File: src/rtl/ama_riscv_imm_gen_pipe_pkg.sv
// Shared encodings for the registered immediate generator: select codes and
// the occupancy states of the two-entry output buffer.
package ama_riscv_imm_gen_pipe_pkg;

    localparam int IG_SEL_W = 3;

    typedef enum logic [IG_SEL_W-1:0] {
        IG_SEL_NONE = 3'd0,
        IG_SEL_I    = 3'd1,
        IG_SEL_S    = 3'd2,
        IG_SEL_B    = 3'd3,
        IG_SEL_J    = 3'd4,
        IG_SEL_U    = 3'd5,
        IG_SEL_Z    = 3'd6,
        IG_SEL_ILL  = 3'd7
    } ig_sel_t;

    typedef enum logic [1:0] {
        OCC_EMPTY = 2'd0,
        OCC_ONE   = 2'd1,
        OCC_TWO   = 2'd2
    } occ_state_t;

endpackage

File: src/rtl/ama_riscv_imm_gen_pipe_core.sv
// Combinational immediate extraction: instruction bits [31:7] plus a select
// code produce an XLEN-wide extended immediate and an illegal-select flag.
module ama_riscv_imm_gen_core
    import ama_riscv_imm_gen_pipe_pkg::*;
#(
    parameter int XLEN = 32
) (
    input  logic [IG_SEL_W-1:0] sel_i,
    input  logic [24:0]         inst_i,
    output logic [XLEN-1:0]     imm_o,
    output logic                err_o
);

    // Re-index so field slices read exactly like the ISA manual.
    logic [31:7] f;
    assign f = inst_i;

    always_comb begin
        imm_o = '0;
        err_o = 1'b0;
        case (ig_sel_t'(sel_i))
            IG_SEL_NONE: imm_o = '0;
            IG_SEL_I:    imm_o = XLEN'($signed(f[31:20]));
            IG_SEL_S:    imm_o = XLEN'($signed({f[31:25], f[11:7]}));
            IG_SEL_B:    imm_o = XLEN'($signed({f[31], f[7], f[30:25], f[11:8], 1'b0}));
            IG_SEL_J:    imm_o = XLEN'($signed({f[31], f[19:12], f[20], f[30:21], 1'b0}));
            IG_SEL_U:    imm_o = XLEN'($signed({f[31:12], 12'h000}));
            IG_SEL_Z:    imm_o = XLEN'(f[19:15]);
            default: begin
                imm_o = '0;
                err_o = 1'b1;
            end
        endcase
    end

endmodule

File: src/rtl/ama_riscv_imm_gen_pipe.sv
// Registered immediate generator with a two-entry skid buffer between decode
// and execute; each immediate travels with a side-band tag.
module ama_riscv_imm_gen_pipe
    import ama_riscv_imm_gen_pipe_pkg::*;
#(
    parameter int XLEN  = 32,
    parameter int TAG_W = 32
) (
    input  logic                clk,
    input  logic                rst,
    input  logic                flush,
    input  logic                in_valid,
    output logic                in_ready,
    input  logic [IG_SEL_W-1:0] in_sel,
    input  logic [24:0]         in_inst,
    input  logic [TAG_W-1:0]    in_tag,
    output logic                out_valid,
    input  logic                out_ready,
    output logic [XLEN-1:0]     out_imm,
    output logic [TAG_W-1:0]    out_tag,
    output logic                out_err
);

    occ_state_t       state_q, state_d;
    logic             in_ready_q, out_valid_q;
    logic [XLEN-1:0]  out_imm_q, skid_imm_q;
    logic [TAG_W-1:0] out_tag_q, skid_tag_q;
    logic             out_err_q, skid_err_q;

    logic [XLEN-1:0]  core_imm;
    logic             core_err;
    logic             accept, drain;
    logic             ld_out_core, ld_out_skid, ld_skid;

    ama_riscv_imm_gen_core #(
        .XLEN (XLEN)
    ) u_core (
        .sel_i  (in_sel),
        .inst_i (in_inst),
        .imm_o  (core_imm),
        .err_o  (core_err)
    );

    assign accept = in_valid & in_ready_q;
    assign drain  = out_valid_q & out_ready;

    always_comb begin
        state_d     = state_q;
        ld_out_core = 1'b0;
        ld_out_skid = 1'b0;
        ld_skid     = 1'b0;
        if (flush) begin
            state_d = OCC_EMPTY;
        end else begin
            case (state_q)
                OCC_EMPTY: begin
                    if (accept) begin
                        ld_out_core = 1'b1;
                        state_d     = OCC_ONE;
                    end
                end
                OCC_ONE: begin
                    case ({accept, drain})
                        2'b11: ld_out_core = 1'b1;
                        2'b10: begin
                            ld_skid = 1'b1;
                            state_d = OCC_TWO;
                        end
                        2'b01: state_d = OCC_EMPTY;
                        default: state_d = OCC_ONE;
                    endcase
                end
                OCC_TWO: begin
                    if (drain) begin
                        ld_out_skid = 1'b1;
                        if (accept) ld_skid = 1'b1;
                        else        state_d = OCC_ONE;
                    end
                end
                default: state_d = OCC_EMPTY;
            endcase
        end
    end

    // Flush only clears state; payload registers keep their stale contents.
    always_ff @(posedge clk or posedge rst) begin
        if (rst) begin
            state_q     <= OCC_EMPTY;
            in_ready_q  <= 1'b1;
            out_valid_q <= 1'b0;
            out_imm_q   <= '0;
            out_tag_q   <= '0;
            out_err_q   <= 1'b0;
            skid_imm_q  <= '0;
            skid_tag_q  <= '0;
            skid_err_q  <= 1'b0;
        end else begin
            state_q     <= state_d;
            in_ready_q  <= (state_d != OCC_TWO);
            out_valid_q <= (state_d != OCC_EMPTY);
            if (ld_out_core) begin
                out_imm_q <= core_imm;
                out_tag_q <= in_tag;
                out_err_q <= core_err;
            end else if (ld_out_skid) begin
                out_imm_q <= skid_imm_q;
                out_tag_q <= skid_tag_q;
                out_err_q <= skid_err_q;
            end
            if (ld_skid) begin
                skid_imm_q <= core_imm;
                skid_tag_q <= in_tag;
                skid_err_q <= core_err;
            end
        end
    end

    assign in_ready  = in_ready_q;
    assign out_valid = out_valid_q;
    assign out_imm   = out_imm_q;
    assign out_tag   = out_tag_q;
    assign out_err   = out_err_q;

endmodule

File: config.mk
export PLATFORM = sky130hd
export DESIGN_NAME = ama_riscv_imm_gen_pipe
export DESIGN_NICKNAME = d
export VERILOG_FILES = /design/src/rtl/ama_riscv_imm_gen_pipe_pkg.sv /design/src/rtl/ama_riscv_imm_gen_pipe_core.sv /design/src/rtl/ama_riscv_imm_gen_pipe.sv
export SDC_FILE = /design/constraint.sdc
export NUM_CORES = 1
export LEC_CHECK = 0
export ABC_CLOCK_PERIOD_IN_PS = 4900
export CAP_MARGIN = 25
export CORE_ASPECT_RATIO = 0.6
export CORE_MARGIN = 4
export CORE_UTILIZATION = 50
export CTS_BUF_LIST = sky130_fd_sc_hd__clkbuf_4
export CTS_CLUSTER_SIZE = 25
export DETAILED_ROUTE_END_ITERATION = 10
export PLACE_DENSITY = 0.85
export REMOVE_ABC_BUFFERS = 1
export SYNTH_ARGS = -nofsm -noshare
export SYNTH_HDL_FRONTEND = slang
export SYNTH_SLANG_ARGS = --single-unit
File: constraint.sdc
create_clock -name clk -period 4.9 [get_ports clk]
set_input_delay 0.98 -clock clk [delete_from_list [all_inputs] [get_ports clk]]
set_output_delay 0.98 -clock clk [all_outputs]
set_load 0.01 [all_outputs]
==> impl_metrics.toml <==
[global_routing]
grt_first_pass_wirelength_um = 26100
grt_overflow = 0
antenna_found_initial = 0
grt_usage_pct = 23.9
grt_max_degree = 74
grt_pass1_vias = 5023

[pwr]
vdd_drop_max_uv = 215
finalPower_mw = 3.48
powerDensity_nw_per_um2 = 455
leakagePower_nw = 3.55

[outcome]
outcome = "finished clean"

[placed_design]
place_inst = 859
gp_congestion = 0.806
dp_hpwl_um = 10700
port_buffers = 131

[cells_and_area]
post-route-util_pct = 66.6
antenna_cells = 0
final_common_cell = "nand2_1"
area_growth_syn_to_layout_pct = 28.4
drive_gt1_share_pct = 8.07
layout.cells.non_filler = 891
mostFrequentLayoutCells = "215 x nand2_1, 133 x dfrtp_1, 131 x clkdlybuf4s50_1"
nNetsFinal = 787

[synth]
ys_types = 45
seq_area_frac_synth_pct = 56.3
syn_area_um2 = 5960
syn_avg_cell_area_um2 = 9.80
synth_seq_cells = 134
synthCells = 608
yosys_warnings = 0

[timing]
worst_slew_pin_slew_ns = 1.03
hold_viol = 0
tns_ns = 0
final-max-slew-violation-count = 0
min_period_over_period_pct = 60.2
holdWs_ns = 0.478
min_period_ns = 2.95
relSlewSlack_pct = 31.5
rsz0062_at_grt = "false"
setup_violations = 0
max_freq_mhz = 339
fin_skew_ns = 0.0208

[detailed_routing]
num_vias = 5127
routedWlPerCell_um = 18.1
drt-initial-drc-count = 510
ant_nets = 0
routed_via_density = 5.75
first_pass_iters = 5
wirelength_um = 16100
route.detailed.drc = 0

[setup_path]
r2r_start = "state_q[0]$_DFF_PP0_"
critical_path_class = "in2reg"
required_ns = 5.32
timing.rr.end = "out_imm[31]$_DFFE_PP0P_"
critPathCaptureType = "register"
cp.arrival_ns = 3.37
cp-start-kind = "input pin"
critPathLaunch = "flush"
crit_fanout = 37
rr_worst_depth = 7
rrSetupSlack_ns = 2.36
critPathCapture = "out_imm[31]$_DFFE_PP0P_"

[clock_tree]
insertion_delay_ns = 0.52
cts_sinks = 134
cts_tree = "yes"
hold_buffers = 0
cts_root_buf = "clkbuf_4"
cts_buffer_depth = 2
post_cts_buffers = 0
cts_inserted_buffers = 17
cts.htree.levels = 4
clk_pin_slew_ns = 0.12
ctsResizeCount = 0

[floorplanning]
die_w_um = 149
die_area_um2 = 13800
die_h_um = 92.6
start_util_pct = 51.9
coreArea_um2 = 11500
ios = 132
rows = 30

[job]
max_cap_violations = 0

[min_path]
hp-class = "reg2reg"
hp-start = "out_tag[18]$_DFFE_PP0P_"
layer usage:
layer / vias to the layer above / global-route usage (%) / routed length (um)
met5: - / 0 / 0
met4: 0 / 5.56 / 117
met3: 13 / 7.53 / 1400
met2: 235 / 35.5 / 7340
met1: 2534 / 34.4 / 7280
li1: 2345 / - / -
critical path: stages:
cell and delay (ns):
clkdlybuf4s50_1 0.66, nand4b_1 0.23, o211a_2 0.76, buf_4 0.45, a22oi_1 0.14, o21ai_1 0.13
cell type report:
type / instances / area (um^2)
Clock inverter: 14 / 208
Timing Repair Buffer: 140 / 1380
Clock buffer: 18 / 135
Fill cell: 922 / 3830
Multi-Input combinational cell: 420 / 2350
Tap cell: 160 / 200
Sequential cell: 134 / 3350
Inverter: 5 / 23.8
sequential cells by signal, summed over array words and instances, names as in the netlist:
name and flops:
out_err 1, out_valid 1, state_q 2, out_imm 32, skid_imm_q 32, in_ready 1
skid_err_q 1, out_tag 32, skid_tag_q 32
power breakdown:
| part | internal, mW | switching, mW | total (mW) |
|---|---|---|---|
| Combinational | 0.473 | 0.440 | 0.913 |
| Sequential | 1.47 | 0.232 | 1.70 |
| Clock | 0.459 | 0.412 | 0.871 |
Yosys cell counts:
cell type,instances,share of area [%]
nand2_1,215,14
dfrtp_1,133,56
a22oi_1,44,5.5
buf_2,29,2.4
a221o_1,25,4.2
nor2_1,25,1.6
o21ai_0,23,1.9
a32oi_1,17,2.5
clkbuf_1,11,0.69
o21ai_1,10,0.84
nand3_1,7,0.59
buf_6,5,0.94
inv_1,5,0.31
mux2_2,5,0.94
nor2b_1,5,0.52
ha_1,4,0.84
nor4bb_1,4,0.67
a221oi_2,3,0.76
mux2i_1,3,0.50
nand4b_1,3,0.44
or2_2,3,0.31
a21oi_1,2,0.17
a31oi_1,2,0.21
and2_1,2,0.21
and3b_1,2,0.29
buf_4,2,0.25
a2111oi_2,1,0.25
a211oi_1,1,0.13
a21boi_1,1,0.13
a311oi_1,1,0.15
and3_1,1,0.11
and4_1,1,0.15
and4b_1,1,0.17
buf_1,1,0.063
clkbuf_2,1,0.084
dfstp_2,1,0.44
nand4_1,1,0.11
nor3_1,1,0.084
o2111a_1,1,0.19
o2111ai_1,1,0.15
o211a_1,1,0.17
o22a_1,1,0.15
or3_1,1,0.11
or3_4,1,0.19
xor2_1,1,0.15
logic make-up after synthesis:
logic type | count (synthesis) | share of synthesized area (%)
AOI/OAI and AO/OA | 134 | 17.4
xor gates and xnor gates | 1 | 0.147
adders and majority gates | 4 | 0.840
buffers and inverters | 54 | 4.79
DFF | 134 | 56.3
muxes | 8 | 1.45
and+or+nand+nor | 273 | 19.1
how the worst min path moves through the flow:
stage	slack, ns	to	cells after the start
floorplan	0.44	skid_imm_q[10]$_DFFE_PP0P_	2
global placement	0.45	skid_imm_q[5]$_DFFE_PP0P_	2
detailed placement	0.46	out_tag[18]$_DFFE_PP0P_	2
CTS	0.48	out_tag[18]$_DFFE_PP0P_	2
global route	0.50	out_tag[22]$_DFFE_PP0P_	2
finish	0.48	out_tag[18]$_DFFE_PP0P_	2
through the flow:
stage	setup WS, ns	instance area (um^2)
after floorplan	0.0187	5690
after global routing	1.86	7650
after detailed placement	1.43	7310
after CTS	2.00	7650
after global placement	1.58	7310
final	1.95	7650
Note: power is estimated with default switching activity, not from simulation.
==> RTL change 1: new RTL, config.mk and constraints unchanged <==
`XLEN` is set to 32 in 2 places; all go to 16.
--- a/src/rtl/ama_riscv_imm_gen_pipe_core.sv
+++ b/src/rtl/ama_riscv_imm_gen_pipe_core.sv
@@ -4,5 +4,5 @@
     import ama_riscv_imm_gen_pipe_pkg::*;
 #(
-    parameter int XLEN = 32
+    parameter int XLEN = 16
 ) (
     input  logic [IG_SEL_W-1:0] sel_i,
--- a/src/rtl/ama_riscv_imm_gen_pipe.sv
+++ b/src/rtl/ama_riscv_imm_gen_pipe.sv
@@ -4,5 +4,5 @@
     import ama_riscv_imm_gen_pipe_pkg::*;
 #(
-    parameter int XLEN  = 32,
+    parameter int XLEN  = 16,
     parameter int TAG_W = 32
 ) (
Ports: changed (resized out_imm); port bits go from 132 to 116. No check against the original RTL was run, so the function may have changed too.
==> RTL change 1 against the unedited design <==
Sequential cell count down 32; via count down 26%; total power down 32%; area after synthesis down 23%; design area down 22%; worst setup slack better by 0.067 ns; synthesized cell count down 28%; wire length down 26%; critical endpoint is now out_imm[7]$_DFFE_PP0P_.
==> RTL change 1: results (changes against the unedited design) <==
outcome -> completed (unchanged)
Detailed Route Iter0 Violations -> 391 (was 510)
placed insts -> 642 (was 859)
syn_area_per_cell -> 10.49 um^2 (was 9.804 um^2)
synth top area cells -> dfrtp_1, nand2_1, a221o_1 (was dfrtp_1, nand2_1, a22oi_1)
Multi-input comb cells -> 302 (was 420)
WL/cell -> 18.25 um (was 18.11 um)
CTS buffer count -> 9 (was 17)
crit-path max FO -> 17 (was 37)
reg2reg path depth -> 7 (unchanged)
buffers outside the clock class -> 123 (was 140)
Async S/R FF share, synth -> 100.0% (unchanged)
largest net degree at the start of global routing -> 51 (was 74)
filler instances -> 664 (was 922)
post-DP HPWL -> 8.441 mm (was 10.75 mm)
Seq. cell area -> 2554 um^2 (was 3354 um^2)
Nets -> 611 (was 787)
Worst Hold Class -> reg2reg (unchanged)
library cells used by synthesis -> 42 (was 45)
vias in the first global route -> 3875 (was 5023)
post-synthesis adder-cell area fraction -> 1.090% (was 0.8396%)
Place WS -> 1.518 ns (was 1.427 ns)
Synth Area in XOR/XNOR -> 0.1907% (was 0.1469%)
max_slew headroom -> 39.21% (was 31.49%)
Post-CTS Setup Inserts -> 0 (unchanged)
clk sinks -> 102 (was 134)
post-synthesis compound-gate area fraction -> 15.34% (was 17.44%)
peak supply drop -> 0.0002596 V (was 0.0002148 V)
Worst-path clk slew -> 0.14 ns (was 0.12 ns)
routed vias/inst -> 5.771 (was 5.754)
Pre-antenna DRT Iters -> 4 (was 5)
CLK BUF -> 10 (was 18)
GPL Wtd Cong -> 0.8459 (was 0.8058)
PortBufs -> 115 (was 131)
Logic inverters -> 4 (was 5)
CTS H-Tree Depth -> 3 (was 4)
first-pass GRT wire length -> 19.75 mm (was 26.05 mm)
layout cells sized above 1 -> 6.960% (was 8.071%)
Clock Tree Buf Depth -> 2 (unchanged)
mux cell area share after synthesis -> 3.214% (was 1.448%)
setup_tns -> 0 ns (unchanged)
leakage -> 2.745 nW (was 3.554 nW)
buffer share of cell area -> 21.39% (was 18.01%)
CP max stage cell -> clkdlybuf4s50_1 (was o211a_2)
fraction of area in multi-input gates -> 31.53% (was 30.76%)
Setup Skew -> 0.009881 ns (was 0.02077 ns)
All-Layer GR Usage -> 23.13% (was 23.86%)
CP Data Arrival Time -> 3.25 ns (was 3.37 ns)
Seq/Total Area, Yosys -> 55.60% (was 56.28%)
clk root buf -> clkbuf_4 (unchanged)
worst skew pair latency -> 0.45 ns (was 0.52 ns)
max incr delay on CP -> 0.89 ns (was 0.76 ns)
final wirelength -> 12.01 mm (was 16.13 mm)
clk cell area share -> 1.717% (was 4.479%)
Cell Pwr Density -> 399.3 nW/um^2 (was 455.2 nW/um^2)
most instantiated cells after synthesis -> nand2_1, dfrtp_1, a221o_1, and2_1, o21ai_0 (was nand2_1, dfrtp_1, a22oi_1, buf_2)
==> RTL change 1: cell count changes in the layout (fill, tap and decap cells not counted), moves of 16 or more <==
cell             unedited run  this run
a22oi_1                    44         5
a32oi_1                    17         0
and2_1                      2        32
a221o_1                    25        43
dfrtp_1                   133       101
nand2_1                   215       122
clkdlybuf4s50_1           131       115
==> RTL change 1: path summary, 6_finish.rpt <==
path	start	slack, ns	to
worst max-delay path	in_sel[1]	2.02	out_imm[7]$_DFFE_PP0P_
worst min-delay path	skid_tag_q[23]$_DFFE_PP0P_	0.49	skid_tag_q[23]$_DFFE_PP0P_
worst max register to register	state_q[0]$_DFF_PP0_	2.45	skid_tag_q[25]$_DFFE_PP0P_
worst min register to register	skid_tag_q[23]$_DFFE_PP0P_	0.49	skid_tag_q[23]$_DFFE_PP0P_
max in group asynchronous	rst	3.39	skid_tag_q[4]$_DFFE_PP0P_
min in group asynchronous	rst	0.91	skid_tag_q[30]$_DFFE_PP0P_
==> RTL change 1: stage by stage <==
step	total power, mW	hold WS, ns	instance area [um^2]	utilization (%)
after floorplan	1.622	0.4452	4423	-
after global placement	1.977	0.4585	5777	66.26
after detailed placement	2.035	0.4616	5847	67.06
after CTS	2.402	0.4949	5949	68.24
after global routing	2.538	0.5108	5977	68.56
final	2.387	0.4915	5977	68.56
==> RTL change 1: power by group <==
group	internal (mW)	leakage, nW	switching [mW]	total, mW
clock	0.103	0.0533	0.265	0.368
sequential	1.12	1.31	0.176	1.30
combinational	0.405	1.38	0.318	0.722
==> RTL change 1: per-layer routing <==
layer	track usage, %	share of wire (%)
met5	0	0
met4	6.604	1.3
met3	5.932	6.7
met2	36.64	45
met1	32.16	47
==> RTL change 2: new RTL, same flow settings <==
Without the edit above. Make the reset (`rst`) synchronous in one clocked block.
--- a/src/rtl/ama_riscv_imm_gen_pipe.sv
+++ b/src/rtl/ama_riscv_imm_gen_pipe.sv
@@ -84,5 +84,5 @@
 
     // Flush only clears state; payload registers keep their stale contents.
-    always_ff @(posedge clk or posedge rst) begin
+    always_ff @(posedge clk) begin
         if (rst) begin
             state_q     <= OCC_EMPTY;
Behaviour: differs if rst is asserted again (counterexample within 4 cycles, from zero or initial values and one cycle with rst high); with rst held inactive, the same outputs for 4 cycles.
==> RTL change 2 against the unedited design <==
Count of clock-buffer cells in the layout unchanged; critical endpoint is now skid_imm_q[6]$_SDFFE_PP0P_; first-iteration DRC count down 27%; design area down 1.2%; sequential cell count unchanged; via count up 2.2%; non-clock buffer count down 1; die area down 0.27%; wire length down 2.0%; critical path type unchanged; area after synthesis down 0.29%; worst setup slack worse by 0.20 ns; sequential share of layout area down 8.3 points; fmax down 6.3%.
Power is not compared: it rests on default switching activity, and its combinational part moved more than twofold at a synthesized area within 25%.
==> RTL change 2: results (changes against the unedited design) <==
outcome -> completed (unchanged)
met2 wire len -> 7.278 mm (was 7.339 mm)
Async S/R FF share, synth -> 0% (was 100.0%)
first-pass GRT wire length -> 25.50 mm (was 26.05 mm)
vias in the first global route -> 5088 (was 5023)
Nets -> 796 (was 787)
wl on met1 -> 7.341 mm (was 7.276 mm)
library cells used by synthesis -> 49 (was 45)
via count -> 5241 (was 5127)
setup slack, reg-to-reg -> 2.17 ns (was 2.36 ns)
CP Data Arrival Time -> 3.59 ns (was 3.37 ns)
filler instances -> 884 (was 922)
wire length on met3 -> 953 um (was 1.399 mm)
reg2reg path depth -> 6 (was 7)
layout cells sized above 1 -> 13.38% (was 8.071%)
most instantiated cells after synthesis -> dfxtp_1, nor2_1, nand2_1, a21oi_1, a211oi_2 (was nand2_1, dfrtp_1, a22oi_1, buf_2)
All-Layer GR Usage -> 22.78% (was 23.86%)
Hold Crit Start -> skid_imm_q[10]$_SDFFE_PP0P_ (was out_tag[18]$_DFFE_PP0P_)
GPL Wtd Cong -> 0.8389 (was 0.8058)
post-DP HPWL -> 10.71 mm (was 10.75 mm)
Worst Tran Pin Value -> 1.025 ns (was 1.028 ns)
Seq/Total Area, Yosys -> 45.14% (was 56.28%)
Hold Path End -> skid_imm_q[10]$_SDFFE_PP0P_ (was out_tag[18]$_DFFE_PP0P_)
Hold Slack -> 0.4625 ns (was 0.4783 ns)
R2R Path End -> skid_tag_q[11]$_SDFFE_PP0P_ (was out_imm[31]$_DFFE_PP0P_)
==> RTL change 2: kinds of logic (layout without fill, tap and decap cells) <==
logic type	count (synthesis)	count (layout)	share of synthesized area, %
and+or+nand+nor	211	211	16.19
AOI/OAI and AO/OA	168	168	24.02
DFF	134	134	45.14
buffers and inverters	63	176	5.663
muxes	46	46	8.000
adders and majority gates	4	4	0.8421
xor gates and xnor gates	1	1	0.1474
==> RTL change 2: cell type report <==
| cell class | count | area [um^2] | share of cell area [%] |
|---|---|---|---|
| Multi-Input combinational cell | 430 | 2952 | 39.04 |
| Sequential cell | 134 | 2683 | 35.48 |
| Timing Repair Buffer | 139 | 1396 | 18.47 |
| Tap cell | 160 | 200.2 | 2.648 |
| Clock inverter | 14 | 176.4 | 2.333 |
| Clock buffer | 18 | 135.1 | 1.787 |
| Inverter | 5 | 18.77 | 0.2482 |
==> RTL change 2: routing by layer <==
layer  vias to the layer above  GRT usage (%)
met3                        21          5.819
met5                         -              0
met2                       196          34.57
met4                         0          7.007
li1                       2483              -
met1                      2541          31.94
==> RTL change 2: how the worst max path moves through the flow <==
| stage | depth (start not counted) | slack (ns) | start | endpoint |
|---|---|---|---|---|
| after floorplan | 3 | 1.07 | flush | out_imm[26]$_SDFFE_PP0P_ |
| after global placement | 6 | 1.55 | out_ready | skid_tag_q[28]$_SDFFE_PP0P_ |
| after detailed placement | 6 | 1.41 | out_ready | skid_tag_q[28]$_SDFFE_PP0P_ |
| after CTS | 6 | 1.96 | in_sel[1] | skid_imm_q[6]$_SDFFE_PP0P_ |
| after global routing | 6 | 1.64 | in_sel[1] | skid_imm_q[9]$_SDFFE_PP0P_ |
| final | 6 | 1.75 | in_sel[1] | skid_imm_q[6]$_SDFFE_PP0P_ |
==> RTL change 2: critical path: stages <==
cell             delay (ns)
clkdlybuf4s50_1        0.79
o21ai_0                0.81
buf_4                  0.28
and2_1                 0.41
nand3_1                0.14
a21oi_1                0.17
==> RTL change 2: stage by stage <==
stage	instance area [um^2]	instances
finish	7561	900
global route	7561	900
CTS	7518	898
detailed placement	7207	866
global placement	7207	866
floorplan	5625	569
==> RTL change 2: power groups by stage <==
stage / combinational (mW) / sequential, mW / clock [mW]
3_3_place_gp: 0.293 / 1.17 / 0
4_1_cts: 0.303 / 1.14 / 0.815
2_1_floorplan: 0.111 / 1.18 / 0
3_5_place_dp: 0.301 / 1.17 / 0
5_1_grt: 0.328 / 1.15 / 0.869
6_report: 0.307 / 1.14 / 0.794
